**src/rtl/u_pkg.sv**
```systemverilog
// Shared types for the unary stream classifier: the per-vector result record
// and the derivation of the decoded-length width.
package u_pkg;

  // Upper bound on the decoded-length field; supports W up to 256.
  localparam int U_LEN_MAX_W = 8;

  typedef struct packed {
    logic                   is_unary;
    logic                   is_compl;
    logic [U_LEN_MAX_W-1:0] len;
  } u_res_t;

  function automatic int len_w(input int w);
    return (w < 2) ? 1 : $clog2(w);
  endfunction

endpackage

```
**src/rtl/u_classify.sv**
```systemverilog
// Combinational classifier: matches x against every true-form pivot mask and,
// when allowed, every complemented pivot mask, then encodes the hit index.
module u_classify
  import u_pkg::*;
#(
  parameter int W                     = 16,
  parameter bit P_ADMIT_COMPLIMENT_EN = 1'b1
) (
  input  logic [W-1:0] x,
  input  logic         compl_en,
  output u_res_t       res
);

  localparam int LEN_W = len_w(W);

  logic [W-1:0]     true_hit;
  logic [W-1:0]     comp_hit;
  logic [LEN_W-1:0] len_v;
  logic             comp_ok;

  assign comp_ok = P_ADMIT_COMPLIMENT_EN && compl_en;

  // Pivot k covers ones in bits [k-1:0]; k stops at W-1 so all-ones never
  // matches true form, and the two forms stay disjoint on the MSB.
  always_comb begin
    logic [W-1:0] lsb_mask;
    true_hit = '0;
    comp_hit = '0;
    len_v    = '0;
    for (int k = 0; k < W; k++) begin
      lsb_mask    = (W'(1) << k) - W'(1);
      true_hit[k] = (x == lsb_mask);
      comp_hit[k] = comp_ok && (x == ~lsb_mask);
      if (true_hit[k] || comp_hit[k]) len_v = len_v | k[LEN_W-1:0];
    end
  end

  always_comb begin
    res          = '0;
    res.is_unary = (|true_hit) || (|comp_hit);
    res.is_compl = |comp_hit;
    res.len      = U_LEN_MAX_W'(len_v);
  end

endmodule

```
**src/rtl/u_stream.sv**
```systemverilog
// Two-stage valid/ready unary classifier: stage A captures the vector, stage B
// holds the classification that drives the outputs; saturating statistics.
module u_stream
  import u_pkg::*;
#(
  parameter int  W                     = 16,
  parameter bit  P_ADMIT_COMPLIMENT_EN = 1'b1,
  parameter int  CNT_W                 = 16,
  localparam int LEN_W                 = len_w(W)
) (
  input  logic             clk,
  input  logic             arst_n,
  input  logic             i_valid,
  output logic             i_ready,
  input  logic [W-1:0]     i_x,
  input  logic             i_compl_en,
  output logic             o_valid,
  input  logic             o_ready,
  output logic             o_is_unary,
  output logic             o_is_compl,
  output logic [LEN_W-1:0] o_len,
  input  logic             i_cnt_clr,
  output logic [CNT_W-1:0] o_acc_cnt,
  output logic [CNT_W-1:0] o_rej_cnt
);

  logic         vld_p0, vld_p1;
  logic         rdy_p0, rdy_p1;
  logic         fire;
  logic [W-1:0] x_p0;
  logic         compl_en_p0;
  u_res_t       res_a, res_p1;
  logic         unused_len_hi;

  function automatic logic [CNT_W-1:0] sat_inc(input logic [CNT_W-1:0] cnt,
                                                input logic             en);
    return (en && (cnt != {CNT_W{1'b1}})) ? cnt + CNT_W'(1) : cnt;
  endfunction

  assign rdy_p1  = !vld_p1 || o_ready;
  assign rdy_p0  = !vld_p0 || rdy_p1;
  assign i_ready = rdy_p0;
  assign fire    = vld_p1 && o_ready;

  // Stage A: capture vector and its complement enable
  always_ff @(posedge clk or negedge arst_n) begin
    if (!arst_n)     vld_p0 <= 1'b0;
    else if (rdy_p0) vld_p0 <= i_valid;
  end

  always_ff @(posedge clk) begin
    if (i_valid && rdy_p0) begin
      x_p0        <= i_x;
      compl_en_p0 <= i_compl_en;
    end
  end

  u_classify #(
    .W                    (W),
    .P_ADMIT_COMPLIMENT_EN(P_ADMIT_COMPLIMENT_EN)
  ) u_classify_i (
    .x       (x_p0),
    .compl_en(compl_en_p0),
    .res     (res_a)
  );

  // Stage B: registered classification drives the outputs
  always_ff @(posedge clk or negedge arst_n) begin
    if (!arst_n) begin
      vld_p1 <= 1'b0;
      res_p1 <= '0;
    end else if (rdy_p1) begin
      vld_p1 <= vld_p0;
      if (vld_p0) res_p1 <= res_a;
    end
  end

  // Statistics: clear has priority over a same-cycle delivery
  always_ff @(posedge clk or negedge arst_n) begin
    if (!arst_n) begin
      o_acc_cnt <= '0;
      o_rej_cnt <= '0;
    end else if (i_cnt_clr) begin
      o_acc_cnt <= '0;
      o_rej_cnt <= '0;
    end else begin
      o_acc_cnt <= sat_inc(o_acc_cnt, fire && res_p1.is_unary);
      o_rej_cnt <= sat_inc(o_rej_cnt, fire && !res_p1.is_unary);
    end
  end

  assign o_valid       = vld_p1;
  assign o_is_unary    = res_p1.is_unary;
  assign o_is_compl    = res_p1.is_compl;
  assign o_len         = res_p1.len[LEN_W-1:0];
  assign unused_len_hi = |res_p1.len;

endmodule

```
**config.mk**
```make
export PLATFORM = sky130hd
export DESIGN_NAME = u_stream
export DESIGN_NICKNAME = d
export VERILOG_FILES = /design/src/rtl/u_pkg.sv /design/src/rtl/u_classify.sv /design/src/rtl/u_stream.sv
export SDC_FILE = /design/constraint.sdc
export NUM_CORES = 1
export LEC_CHECK = 0
export CAP_MARGIN = 10
export CORE_MARGIN = 3
export CORE_UTILIZATION = 35
export CTS_CLUSTER_SIZE = 16
export DETAILED_ROUTE_END_ITERATION = 8
export GPL_ROUTABILITY_DRIVEN = 0
export PLACE_DENSITY = 0.56
export SLEW_MARGIN = 20
export SYNTH_ARGS = -nofsm -noshare
export SYNTH_HDL_FRONTEND = slang
export SYNTH_SLANG_ARGS = --single-unit
```
**constraint.sdc**
```tcl
create_clock -name clk -period 2.4 [get_ports clk]
set_clock_uncertainty 0.2 [all_clocks]
set_input_delay 0.48 -clock clk [delete_from_list [all_inputs] [get_ports clk]]
set_output_delay 0.48 -clock clk [all_outputs]
set_load 0.005 [all_outputs]
```
==> impl_metrics.env, run 1 <==
export IMPL_outcome="finished, final reports clean"
export IMPL_port_buffers=61
export IMPL_post_route_worst_setup_slack_ns=0.218
export IMPL_drtIter0Drc=141
export IMPL_maxCapViolCount=0
export IMPL_die_area_sq_mm=0.00998
export IMPL_p_leak_nw=1.64
export IMPL_synth_main_ff_cell="dfrtp_1"
export IMPL_cts_repair_resized=0
export IMPL_avgSynthCellArea_sq_um=9.96
export IMPL_std_cell_rows=33
export IMPL_dp_hpwl_microns=5720
export IMPL_rsz0062_at_grt="false"
export IMPL_startpoint_type="register"
export IMPL_crit_required_ns=2.42
export IMPL_synth_seq_cells=57
export IMPL_drtAntennaViolNets=0
export IMPL_finalCritPeriodShare_pct=90.9
export IMPL_first_pass_iters=4
export IMPL_cts_buffer_depth=2
export IMPL_via_per_inst=5.25
export IMPL_worst_pin_slew_ns=0.500
export IMPL_syn_nets=334
export IMPL_insertion_delay_ns=0.33
export IMPL_finalCriticalPeriod_ns=2.18
export IMPL_drive_above_1_share_pct=16.6
export IMPL_crit_type="reg2reg"
export IMPL_grt_pass1_vias=2657
export IMPL_grt_start_max_net_pins=41
export IMPL_drc_errors=0
export IMPL_htreeDepth=3
export IMPL_initial_utilization_pct=36.8
export IMPL_end_kind="register"
export IMPL_maxSlewHeadroom_pct=65.8
export IMPL_antenna_found_initial=0
export IMPL_wl_microns=7580
export IMPL_post_cts_buffers=0
export IMPL_instances_no_fill=520
export IMPL_synth_cell_type_count=55
export IMPL_numCtsBuffers=9
export IMPL_design_core_area_sq_mm=0.00838
export IMPL_cts_root_buffer="clkbuf_8"
export IMPL_fmax_ghz=0.458
export IMPL_grt_util_all_layers_pct=15.8
export IMPL_clkSinkCount=57
export IMPL_grt_first_pass_wirelength_microns=12700
export IMPL_ios=62
export IMPL_dp_cells=505
export IMPL_hold_class="in2async"
export IMPL_postLayoutCoreUtil_pct=50.9
export IMPL_pwr_density_cell_mw_per_mm2=501
export IMPL_diodes=0
export IMPL_fp_dieW_microns=99.9
export IMPL_synth_async_sr_flop_share_pct=70.2
export IMPL_crit_fanout=8
export IMPL_final_hold_violation_count=0
export IMPL_pre_cts_slack_ns=-0.147
export IMPL_grt_overflow=0
export IMPL_setup_violations=0
export IMPL_ys_seq_area_share_pct=49.0
export IMPL_nets=435
export IMPL_worstRegToRegCells=6
export IMPL_cts_clk_slew_worst_paths_ns=0.07
export IMPL_irDropWorstVdd_mv=0.316
export IMPL_timing_setup_tns_ns=0
export IMPL_vias=2731
export IMPL_netlist_instances=310
export IMPL_cts_hold_buffers=0
export IMPL_dieHeight_microns=99.9
export IMPL_post_drt_wl_per_cell_microns=14.6
export IMPL_netlist_area_sq_mm=0.00309
export IMPL_synth_edf_count=17
export IMPL_syn_to_final_growth_pct=38.2
export IMPL_cts_tree="done"
export IMPL_slew_viol_final=0
export IMPL_cp_arrival_ns=2.20
export IMPL_synth_warnings=0
export IMPL_fin_hold_ws_ns=0.00780
cells in the mapped netlist (2+ instances only):
library cell | number | area share, %
mux2i_1 | 2 | 0.65
and4_1 | 7 | 2.0
o21ba_2 | 2 | 0.65
nor2b_1 | 3 | 0.61
clkbuf_1 | 10 | 1.2
dfrtp_1 | 40 | 32
o32a_1 | 2 | 0.65
nor3_1 | 8 | 1.3
xor2_1 | 10 | 2.8
a31oi_1 | 3 | 0.61
nand4_1 | 10 | 2.0
nor4b_1 | 2 | 0.57
ha_1 | 2 | 0.81
a2bb2oi_1 | 2 | 0.57
nor4bb_1 | 2 | 0.65
nand2b_1 | 4 | 0.81
nand3b_1 | 3 | 0.73
nand3_1 | 11 | 1.8
a211oi_1 | 2 | 0.49
nor2_1 | 35 | 4.3
inv_1 | 5 | 0.61
a21oi_1 | 17 | 2.8
o22ai_1 | 3 | 0.61
o21ai_0 | 6 | 0.97
and3_1 | 5 | 1.0
a41oi_1 | 2 | 0.57
nand4b_1 | 2 | 0.57
o2111ai_1 | 4 | 1.1
o211ai_1 | 4 | 0.97
nor4_1 | 6 | 1.2
nand2_1 | 22 | 2.7
or3_1 | 5 | 1.0
a31o_2 | 2 | 0.57
o31ai_1 | 6 | 1.5
and2_1 | 7 | 1.4
xnor2_1 | 11 | 3.1
edfxtp_1 | 17 | 17
or4_1 | 9 | 2.2
cell usage in the layout (no fill, tap or decap), types with 4 or more instances in the layout:
cell type        instances
nand2b_1                 4
clkinv_2                 4
or3_1                    5
nand4_1                 10
clkdlybuf4s50_1         59
o2111ai_1                4
clkbuf_8                10
dfrtp_1                 40
buf_4                   41
or4_1                    9
o21ai_0                  6
and2_1                   7
and4_1                   7
nand3_1                 11
nor3_1                   7
nand2_1                 22
xnor2_1                 11
o211ai_1                 4
o31ai_1                  6
a21oi_1                 17
nor4_1                   6
xor2_1                  10
nor2_1                  35
edfxtp_1                17
inv_1                    5
and3_1                   5
per-stage QoR:
| stage | power [mW] | instance area (sq um) |
|---|---|---|
| 2_1_floorplan | 1.22 | 3090 |
| 3_3_place_gp | 1.39 | 4100 |
| 3_5_place_dp | 1.40 | 4100 |
| 4_1_cts | 2.17 | 4260 |
| 5_1_grt | 2.25 | 4270 |
| 6_report | 2.14 | 4270 |
final cells by class:
cell class,instances,area [sq um]
flip-flops and latches,57,1510
clock buffers,11,141
clock inverters,4,20.0
well taps,105,131
repair buffers,103,936
inverters,5,18.8
fillers,796,4120
multi-input cells,235,1510
logic make-up after synthesis:
family | count (synthesis) | synth area share [%]
buffers and inverters | 18 | 2.35
AOI/OAI and AO/OA | 62 | 14.0
DFF | 57 | 49.0
xor gates and xnor gates | 21 | 5.96
and+or+nand+nor | 148 | 27.2
adders and majority gates | 2 | 0.811
muxes | 2 | 0.649
worst max-delay path: stages (launching register included):
cell	delay, ns
dfrtp_1	0.42
ha_1	0.25
nand3_1	0.10
nor3_2	0.09
or4b_4	0.52
o31a_2	0.29
o21ba_2	0.20
state kept, by name (all words and copies together), names as in the netlist:
register	cells
compl_en_p0	1
o_acc_cnt	16
o_is_compl	1
o_is_unary	1
o_len	4
o_rej_cnt	16
o_valid	1
vld_p0	1
x_p0	16
final timing paths:
| path | start | endpoint | slack [ns] |
|---|---|---|---|
| max | o_acc_cnt[0]$_DFFE_PN0P_ | o_acc_cnt[15]$_DFFE_PN0P_ | 0.22 |
| min | arst_n | o_acc_cnt[6]$_DFFE_PN0P_ | 0.008 |
| max reg2reg | o_acc_cnt[0]$_DFFE_PN0P_ | o_acc_cnt[15]$_DFFE_PN0P_ | 0.22 |
| min reg2reg | vld_p0$_DFFE_PN0N_ | o_valid$_DFFE_PN0P_ | 0.33 |
| max in group asynchronous | arst_n | o_len[3]$_DFFE_PN0P_ | 1.64 |
| min in group clk | vld_p0$_DFFE_PN0N_ | o_valid$_DFFE_PN0P_ | 0.33 |
routing by layer:
metal	share of wire (%)	vias to the layer above	wire (microns)	GRT usage, %
met5	0	-	0	0
met4	1.7	0	131	6.41
met3	4.6	12	351	3.06
met2	46	66	3500	23.9
met1	48	1280	3600	22.3
li1	-	1373	-	-
report_power, final:
group / total (mW) / internal, mW / switching [mW]
Clock: 0.763 / 0.390 / 0.374
Combinational: 0.283 / 0.160 / 0.123
Sequential: 1.09 / 1.05 / 0.0426
Note: power is estimated with default switching activity, not from simulation.
==> run 2, diff against run 1 <==
--- a/config.mk
+++ b/config.mk
@@ -8,6 +8,7 @@
 export CAP_MARGIN = 10
 export CORE_MARGIN = 3
 export CORE_UTILIZATION = 35
+export CTS_BUF_LIST = sky130_fd_sc_hd__clkbuf_8
 export CTS_CLUSTER_SIZE = 16
 export DETAILED_ROUTE_END_ITERATION = 8
 export GPL_ROUTABILITY_DRIVEN = 0
==> impl_metrics.env, run 2 (same netlist as run 1, synthesis figures left out) <==
export IMPL_numCtsBuffers=9
export IMPL_worst_pin_slew_ns=0.500
export IMPL_die_area_sq_mm=0.00998
export IMPL_drive_above_1_share_pct=16.6
export IMPL_seq_area_sq_mm=0.00151
export IMPL_via_per_inst=5.23
export IMPL_cts_buffer_depth=2
export IMPL_htreeDepth=3
export IMPL_post_drt_wl_per_cell_microns=14.6
export IMPL_diodes=0
export IMPL_maxSlewHeadroom_pct=65.8
export IMPL_crit_type="reg2reg"
export IMPL_port_buffers=61
export IMPL_fp_dieW_microns=99.9
export IMPL_crit_required_ns=2.42
export IMPL_startpoint_type="register"
export IMPL_cts_clk_slew_worst_paths_ns=0.07
export IMPL_insertion_delay_ns=0.33
export IMPL_fmax_ghz=0.458
export IMPL_wl_microns=7610
export IMPL_placed_area_sq_mm=0.00410
export IMPL_power_mw=2.13
export IMPL_crit_fanout=8
export IMPL_ios=62
export IMPL_cts_tree="done"
export IMPL_top_layer="met4"
export IMPL_timing_setup_tns_ns=0
export IMPL_dp_hpwl_microns=5720
export IMPL_most_common_layout_cells="59 x clkdlybuf4s50_1, 41 x buf_4, 40 x dfrtp_1"
export IMPL_grt_util_all_layers_pct=15.8
export IMPL_wl_met2_microns=3530
export IMPL_p_leak_nw=1.65
export IMPL_grt_pass1_vias=2657
export IMPL_vias=2720
export IMPL_cts_hold_buffers=0
export IMPL_finalCriticalPeriod_ns=2.18
export IMPL_reg_top3="o_acc_cnt x16, o_rej_cnt x16, x_p0 x16"
export IMPL_drc_errors=0
export IMPL_worstRegToRegCells=6
export IMPL_cts_root_buffer="clkbuf_8"
export IMPL_grt_start_max_net_pins=41
export IMPL_first_pass_iters=4
export IMPL_antenna_found_initial=0
export IMPL_grt_overflow=0
export IMPL_initial_utilization_pct=36.8
export IMPL_grt_first_pass_wirelength_microns=12700
export IMPL_pwr_density_cell_mw_per_mm2=500
export IMPL_design_core_area_sq_mm=0.00838
export IMPL_final_common_cell="clkdlybuf4s50_1"
export IMPL_fin_area_sq_mm=0.00427
export IMPL_final_hold_violation_count=0
export IMPL_std_cell_rows=33
export IMPL_slew_viol_final=0
export IMPL_rsz0062_at_grt="false"
export IMPL_num_fill_cells=796
export IMPL_syn_to_final_growth_pct=38.2
export IMPL_clkSinkCount=57
export IMPL_post_route_worst_setup_slack_ns=0.218
export IMPL_outcome="finished, final reports clean"
export IMPL_end_kind="register"
export IMPL_drtIter0Drc=145
export IMPL_nets=435
export IMPL_setup_violations=0
export IMPL_maxCapViolCount=0
export IMPL_finalCritPeriodShare_pct=90.9
export IMPL_multi_input_area_sq_mm=0.00151
export IMPL_hold_class="in2async"
export IMPL_irDropWorstVdd_mv=0.316
export IMPL_drt_met1_wl_microns=3670
export IMPL_dieHeight_microns=99.9
export IMPL_drtAntennaViolNets=0
export IMPL_dr_wl_met3_microns=312
export IMPL_pre_cts_slack_ns=-0.147
export IMPL_cp_arrival_ns=2.20
## run 2: worst max-delay path: stages (launching register included)
cell     delay, ns
dfrtp_1       0.42
ha_1          0.25
nand3_1       0.10
nor3_2        0.09
or4b_4        0.52
o31a_2        0.29
o21ba_2       0.20
## run 2: cell type report
| cell class | count | share of cell area, % |
|---|---|---|
| clock buffers | 10 | 3.23 |
| multi-input cells | 235 | 35.3 |
| repair buffers | 103 | 21.9 |
| inverters | 5 | 0.440 |
| flip-flops and latches | 57 | 35.4 |
| well taps | 105 | 3.08 |
| clock inverters | 5 | 0.557 |
## run 2: per-stage QoR
| step | instances | utilization, % | hold WS (ns) |
|---|---|---|---|
| finish | 520 | 50.9 | 0.00834 |
| global route | 520 | 50.9 | 0.0383 |
| detailed placement | 505 | 48.9 | 0.303 |
| CTS | 520 | 50.8 | 0.0164 |
| floorplan | 310 | - | -0.0156 |
| global placement | 505 | 48.9 | 0.307 |
## run 2: worst paths after layout
check / from / endpoint / slack (ns)
worst max-delay path: o_acc_cnt[0]$_DFFE_PN0P_ / o_acc_cnt[15]$_DFFE_PN0P_ / 0.22
worst min-delay path: arst_n / o_acc_cnt[6]$_DFFE_PN0P_ / 0.008
worst max register to register: o_acc_cnt[0]$_DFFE_PN0P_ / o_acc_cnt[15]$_DFFE_PN0P_ / 0.22
worst min register to register: vld_p0$_DFFE_PN0N_ / o_valid$_DFFE_PN0P_ / 0.33
max in group asynchronous: arst_n / o_len[3]$_DFFE_PN0P_ / 1.64
min in group clk: vld_p0$_DFFE_PN0N_ / o_valid$_DFFE_PN0P_ / 0.33
## run 2: report_power, final
group | switching (mW) | internal, mW | total (mW) | leakage (nW)
logic | 0.123 | 0.160 | 0.283 | 0.850
clock network | 0.374 | 0.385 | 0.759 | 0.0929
registers | 0.0426 | 1.05 | 1.09 | 0.704
## run 2: layer usage
metal  vias to the layer above  track usage, %
met5                         -               0
met4                         0            6.41
met3                         7            3.06
met2                        61            23.9
met1                      1278            22.3
li1                       1374               -
## run 2: what timing repair did
| action | in CTS | in global routing |
|---|---|---|
| resized for setup | 0 | 2 |
| setup endpoints to repair | 0 | 3 |
| setup buffers | 0 | 0 |
==> RTL edit 1 (config.mk and constraints of run 2) <==
`W` is set to 16 in 2 places; all go to 32.
--- a/src/rtl/u_classify.sv
+++ b/src/rtl/u_classify.sv
@@ -4,5 +4,5 @@
   import u_pkg::*;
 #(
-  parameter int W                     = 16,
+  parameter int W                     = 32,
   parameter bit P_ADMIT_COMPLIMENT_EN = 1'b1
 ) (
--- a/src/rtl/u_stream.sv
+++ b/src/rtl/u_stream.sv
@@ -4,5 +4,5 @@
   import u_pkg::*;
 #(
-  parameter int  W                     = 16,
+  parameter int  W                     = 32,
   parameter bit  P_ADMIT_COMPLIMENT_EN = 1'b1,
   parameter int  CNT_W                 = 16,
Ports: changed (resized i_x and o_len); port bits go from 62 to 79. The function was not compared with the original's and may differ.
==> RTL edit 1 against run 2 <==
- the flow now finishes with violations (setup timing)
- cell area up 54%
- worst setup slack worse by 0.48 ns
- wire length up 61%
- sequential cell count up 17
- total power up 36%
- area after synthesis up 39%
- first-iteration DRC count up 58%
- maximum frequency down 18%
- critical path type unchanged
- largest power group unchanged
- highest routed layer unchanged
==> RTL edit 1: results (changes against run 2) <==
| Metric | Value |
|---|---|
| Primary FF master, synth | dfrtp_1 |
| DPL Wire Length | 9370 microns (+64%) |
| Clock-cell share of area | 2.95% (-0.84 points) |
| Fin nets | 675 (+55%) |
| Pleak | 2.60 nW (+58%) |
| Non-filler instance count after layout | 783 (+51%) |
| CTS clk-pin slew, worst paths | 0.08 ns |
| DP Worst Slack | -0.384 ns (-0.237 ns) |
| Total CTS buffers | 9 (unchanged) |
| ANT cells | 0 (unchanged) |
| Synth Warn # | 0 (unchanged) |
| Switching Share | 26.1% (+0.83 points) |
| Reg2Reg Setup Slack | -0.26 ns (-0.48 ns) |
| Layout cell share with drive strength beyond 1 | 29.8% (+13 points) |
| Vias after detailed routing | 4209 (+55%) |
| Pin count of the biggest net entering global routing | 42 (+2.4%) |
| Filler Cell Count | 1043 (+31%) |
| Nonclk buf count | 203 (+97%) |
| Outcome | finished with violations |
| Synth area leaders | dfrtp_1 24%, edfxtp_1 23%, nor2_1 5.3% |
| Failing checks | setup timing |
| Clkbuf count | 9 (-1) |
| Clk root buf | clkbuf_8 |
| Critical path fanouts, max | 4 (-4) |
| Routed wire per std cell | 15.6 microns (+6.8%) |
| Vias in the first global route | 4031 (+52%) |
| Synthesized area per cell | 9.72 sq um (-2.4%) |
| Library cells used by synthesis | 68 (+24%) |
| Async S/R FF share, synth | 55.4% (-15 points) |
| Placed Cells incl. Taps | 753 (+49%) |
| Post-synth top cells | 60 x nor2_1, 41 x dfrtp_1, 36 x nand2_1 |
| Inverters | 10 (+5) |
| Worst vdd ir | 498 uV (+58%) |
| Sequential cell area share | 30.6% (-4.8 points) |
| Syn Nets | 480 (+44%) |
| Data buffer area share | 26.9% (+4.9 points) |
| Multi-In Gates | 337 (+43%) |
| Hold Path Class | reg -> reg |
| Worst Tran Pin Value | 0.565 ns (+0.0650 ns) |
| EDFF count, synth | 33 (+16) |
| First DRT Iteration DRCs | 229 (+58%) |
| # H-tree levels | 3 (unchanged) |
| Setup ws final | -0.262 ns (-0.480 ns) |
| Worst-case clock buffer depth | 2 (unchanged) |
| Register area share after synthesis | 47.2% (-1.8 points) |
| Global-route wire length before repair | 19600 microns (+54%) |
| Port Buffer Count | 78 (+28%) |
| Worst-skew pair later-pin latency | 0.37 ns (+0.04 ns) |
| Multi-input combinational area share | 36.3% (+0.93 points) |
| Biggest regs | x_p0: 32 flops, o_acc_cnt: 16 flops, o_rej_cnt: 16 flops |
| Setup violators final | 7 (+7) |
| Sequential cell count | 74 (+30%) |
| All-Layer GR Usage | 18.5% (+2.7 points) |
| Initial antenna violation count | 0 (unchanged) |
| Worst EP arrival | 2.75 ns (+0.55 ns) |
| DRT Pass-1 Iters | 5 (+1) |
[RTL edit 1: changes by cell type after synthesis, sizes merged, moves of 9 or more]
cell and delta:
a21oi -9, nand3 +13, nor4 +12, xor2 +12, nand4 +12, edfxtp +16
nand2 +14, nor2 +25
[RTL edit 1: logic make-up (layout without fill, tap and decap cells)]
logic type	count (synthesis)	in the layout	synth area share, %
AOI/OAI and AO/OA	57	57	10.3
DFF	74	74	47.2
xor gates and xnor gates	34	34	6.96
muxes	2	2	0.468
and+or+nand+nor	242	242	31.4
buffers and inverters	29	229	3.13
adders and majority gates	2	2	0.585
[RTL edit 1: per-stage QoR]
stage | power, mW | instance area, sq um | TNS [ns] | hold slack (ns)
3_3_place_gp | 1.92 | 6030 | -3.17 | 0.269
4_1_cts | 2.93 | 6390 | -1.02 | 0.313
5_1_grt | 3.06 | 6580 | -2.04 | 0.326
2_1_floorplan | 1.65 | 4310 | -0.192 | -0.0156
6_report | 2.91 | 6580 | -1.24 | 0.301
3_5_place_dp | 1.93 | 6030 | -3.54 | 0.270
[RTL edit 1: worst paths after layout]
check                           start      endpoint  cells after the start
setup / recovery             x_p0[22]      o_len[3]                      8
hold / removal             o_is_compl    o_is_compl                      1
setup reg to reg             x_p0[22]      o_len[3]                      8
hold reg to reg            o_is_compl    o_is_compl                      1
max in group asynchronous      arst_n  o_rej_cnt[5]                      3
min in group asynchronous      arst_n  o_acc_cnt[2]                      3
[RTL edit 1: per-layer routing]
| layer | global-route usage [%] | vias to the layer above | share of wire (%) |
|---|---|---|---|
| li1 | - | 2061 | - |
| met1 | 24.7 | 2004 | 45 |
| met2 | 29.6 | 122 | 48 |
| met3 | 4.15 | 22 | 5.2 |
| met4 | 6.65 | 0 | 2.2 |
| met5 | 0 | - | 0 |
[RTL edit 1: worst max-delay path: stages, from the launching register on]
cell       delay, ns
edfxtp_1        0.43
or4_4           0.57
nand4bb_4       0.27
nor4_4          0.41
buf_4           0.18
nand2_2         0.05
o311ai_2        0.26
a2111oi_1       0.09
a31oi_1         0.13
[RTL edit 1: power by group through the flow]
stage,combinational [mW],clock (mW),sequential [mW]
after floorplan,0.172,0,1.47
after global placement,0.451,0,1.47
after detailed placement,0.459,0,1.47
after CTS,0.475,1.00,1.45
after global routing,0.542,1.06,1.46
final,0.499,0.961,1.45
[RTL edit 1: timing repair]
action                                  in CTS  in global routing
pin swaps                                    4                 21
endpoints found under the hold margin       41                  0
resized for setup                           25                 26
endpoints found under the setup margin       8                  9
hold buffers                                 1                  0
setup buffers                                5                  9
==> RTL edit 2 (flow settings as in run 2) <==
Without the edit above. Make the reset (`arst_n`) synchronous in 3 clocked blocks.
--- a/src/rtl/u_stream.sv
+++ b/src/rtl/u_stream.sv
@@ -44,5 +44,5 @@
 
   // Stage A: capture vector and its complement enable
-  always_ff @(posedge clk or negedge arst_n) begin
+  always_ff @(posedge clk) begin
     if (!arst_n)     vld_p0 <= 1'b0;
     else if (rdy_p0) vld_p0 <= i_valid;
@@ -66,5 +66,5 @@
 
   // Stage B: registered classification drives the outputs
-  always_ff @(posedge clk or negedge arst_n) begin
+  always_ff @(posedge clk) begin
     if (!arst_n) begin
       vld_p1 <= 1'b0;
@@ -77,5 +77,5 @@
 
   // Statistics: clear has priority over a same-cycle delivery
-  always_ff @(posedge clk or negedge arst_n) begin
+  always_ff @(posedge clk) begin
     if (!arst_n) begin
       o_acc_cnt <= '0;
Check against the original RTL: differs if arst_n is asserted again (counterexample within 4 cycles, from zero or initial values and one cycle with arst_n low); with arst_n held inactive, the same outputs for 10 cycles.
==> RTL edit 2 against run 2 <==
- utilization down 0.13 points
- critical path depth down 1
- cell area down 6.1%
- sequential cell count unchanged
- die area down 5.4%
- count of clock-buffer cells in the layout unchanged
- area after synthesis down 5.8%
- worst setup slack worse by 0.14 ns
- total power down 3.1%
- wire length down 4.6%
- largest power group unchanged
- highest routed layer unchanged
==> RTL edit 2: results (changes against run 2) <==
| Metric | Value |
|---|---|
| Synth Warn # | 0 (unchanged) |
| Post-CTS Setup Inserts | 0 (unchanged) |
| Hold depth | 2 |
| Primary FF master, synth | dfxtp_1 |
| Vias in the first global route | 2454 (-7.6%) |
| Cell family with the largest share of critical-path delay | simple AND/OR/NAND/NOR gates |
| Fin nets | 427 (-1.8%) |
| Worst Tran Pin Value | 0.795 ns (+0.295 ns) |
| Area post-placement | 0.00379 sq mm (-7.4%) |
| Pin count of the biggest net entering global routing | 26 (-37%) |
| Library cells used by synthesis | 52 (-5.5%) |
| DPL Wire Length | 5340 microns (-6.5%) |
| All-Layer GR Usage | 15.9% (+0.045 points) |
| Worst r2r path cells | 5 (-1) |
| Register area share after synthesis | 45.1% (-3.9 points) |
| Routed wire per std cell | 14.2 microns (-2.7%) |
| DP Worst Slack | -0.0230 ns (+0.124 ns) |
| Slowest-stage cell, CP | or4_1 |
| Non-filler instance count after layout | 510 (-1.9%) |
| EDFF count, synth | 17 (unchanged) |
| Clk root buf | clkbuf_8 |
| Outcome | completed |
| XOR/XNOR Fraction of Synth Area | 8.13% (+2.2 points) |
| Post-synth top cells | 49 x nor2_1, 40 x dfxtp_1, 22 x xor2_1 |
| Biggest regs | o_acc_cnt: 16 flops, o_rej_cnt: 16 flops, x_p0: 16 flops |
| Synth Area in Adders | 0.861% (+0.050 points) |
| Max stage delay on crit path | 0.64 ns (+0.12 ns) |
| First DRT Iteration DRCs | 158 (+9.0%) |
| CTS clk-pin slew, worst paths | 0.06 ns |
| Mux cell area share after synthesis | 0.688% (+0.040 points) |
| Placed Cells incl. Taps | 494 (-2.2%) |
| Complex-gate fraction of the synthesized area | 12.0% (-2.0 points) |
| Critical path fanouts, max | 5 (-3) |
| ANT cells | 0 (unchanged) |
| Global-route wire length before repair | 12200 microns (-4.3%) |
| Worst-case clock buffer depth | 2 (unchanged) |
| Pleak | 1.38 nW (-16%) |
| Synthesized area per cell | 9.23 sq um (-7.3%) |
| Worst-skew pair later-pin latency | 0.33 ns (about the same) |
| Worst vdd ir | 295 uV (-6.5%) |
| Synth area leaders | dfxtp_1 28%, edfxtp_1 18%, xor2_1 6.6% |
| # H-tree levels | 3 (unchanged) |
| Hold Path Class | reg -> reg |
| Via density | 5.30 (+1.4%) |
| Async S/R FF share, synth | 0% (-70 points) |
| Layout cell share with drive strength beyond 1 | 13.2% (-3.4 points) |
| Syn Nets | 339 (+1.5%) |
RTL edit 2: cell types whose count changed in the layout (fill, tap and decap cells not counted), sizes merged, moves of 5 or more:
cell and change:
or3 -5, xor2 +12, buf -16, o21ai +7, dfxtp +40, nor4 +6, nand3 +5, dfrtp -40
a21oi -10, nor2 +14, xnor2 -6
RTL edit 2: area by class of cell:
class | count | area, sq um
Sequential cell | 57 | 1310
Inverter | 5 | 18.8
Clock inverter | 6 | 50.0
Clock buffer | 10 | 138
Multi-Input combinational cell | 242 | 1530
Fill cell | 751 | 3880
Tap cell | 102 | 128
Timing Repair Buffer | 88 | 828
RTL edit 2: metal layers:
metal	vias to the layer above	global-route usage, %	routed length [microns]
met5	-	0	0
met4	0	6.59	166
met3	14	3.80	466
met2	104	21.4	2820
met1	1222	23.8	3810
li1	1364	-	-
RTL edit 2: worst paths after layout:
path                      from      endpoint  slack (ns)
hold reg to reg   o_acc_cnt[9]  o_acc_cnt[9]        0.29
setup reg to reg       x_p0[8]    o_is_unary        0.08
hold / removal    o_acc_cnt[9]  o_acc_cnt[9]        0.29
setup / recovery       x_p0[8]    o_is_unary        0.08
RTL edit 2: kinds of logic after synthesis:
group	count (synthesis)
AND/OR/NAND/NOR	161
flip-flops	57
buffers and inverters	16
multiplexers	2
adder cells (fa/ha/maj)	2
AO/OA/AOI/OAI	50
XOR/XNOR	27
RTL edit 2: report_power, final:
| group | switching (mW) | internal (mW) | leakage [nW] |
|---|---|---|---|
| registers | 0.0191 | 1.02 | 0.490 |
| logic | 0.0756 | 0.0886 | 0.790 |
| clock network | 0.373 | 0.491 | 0.104 |
| total | 0.467 | 1.60 | 1.38 |
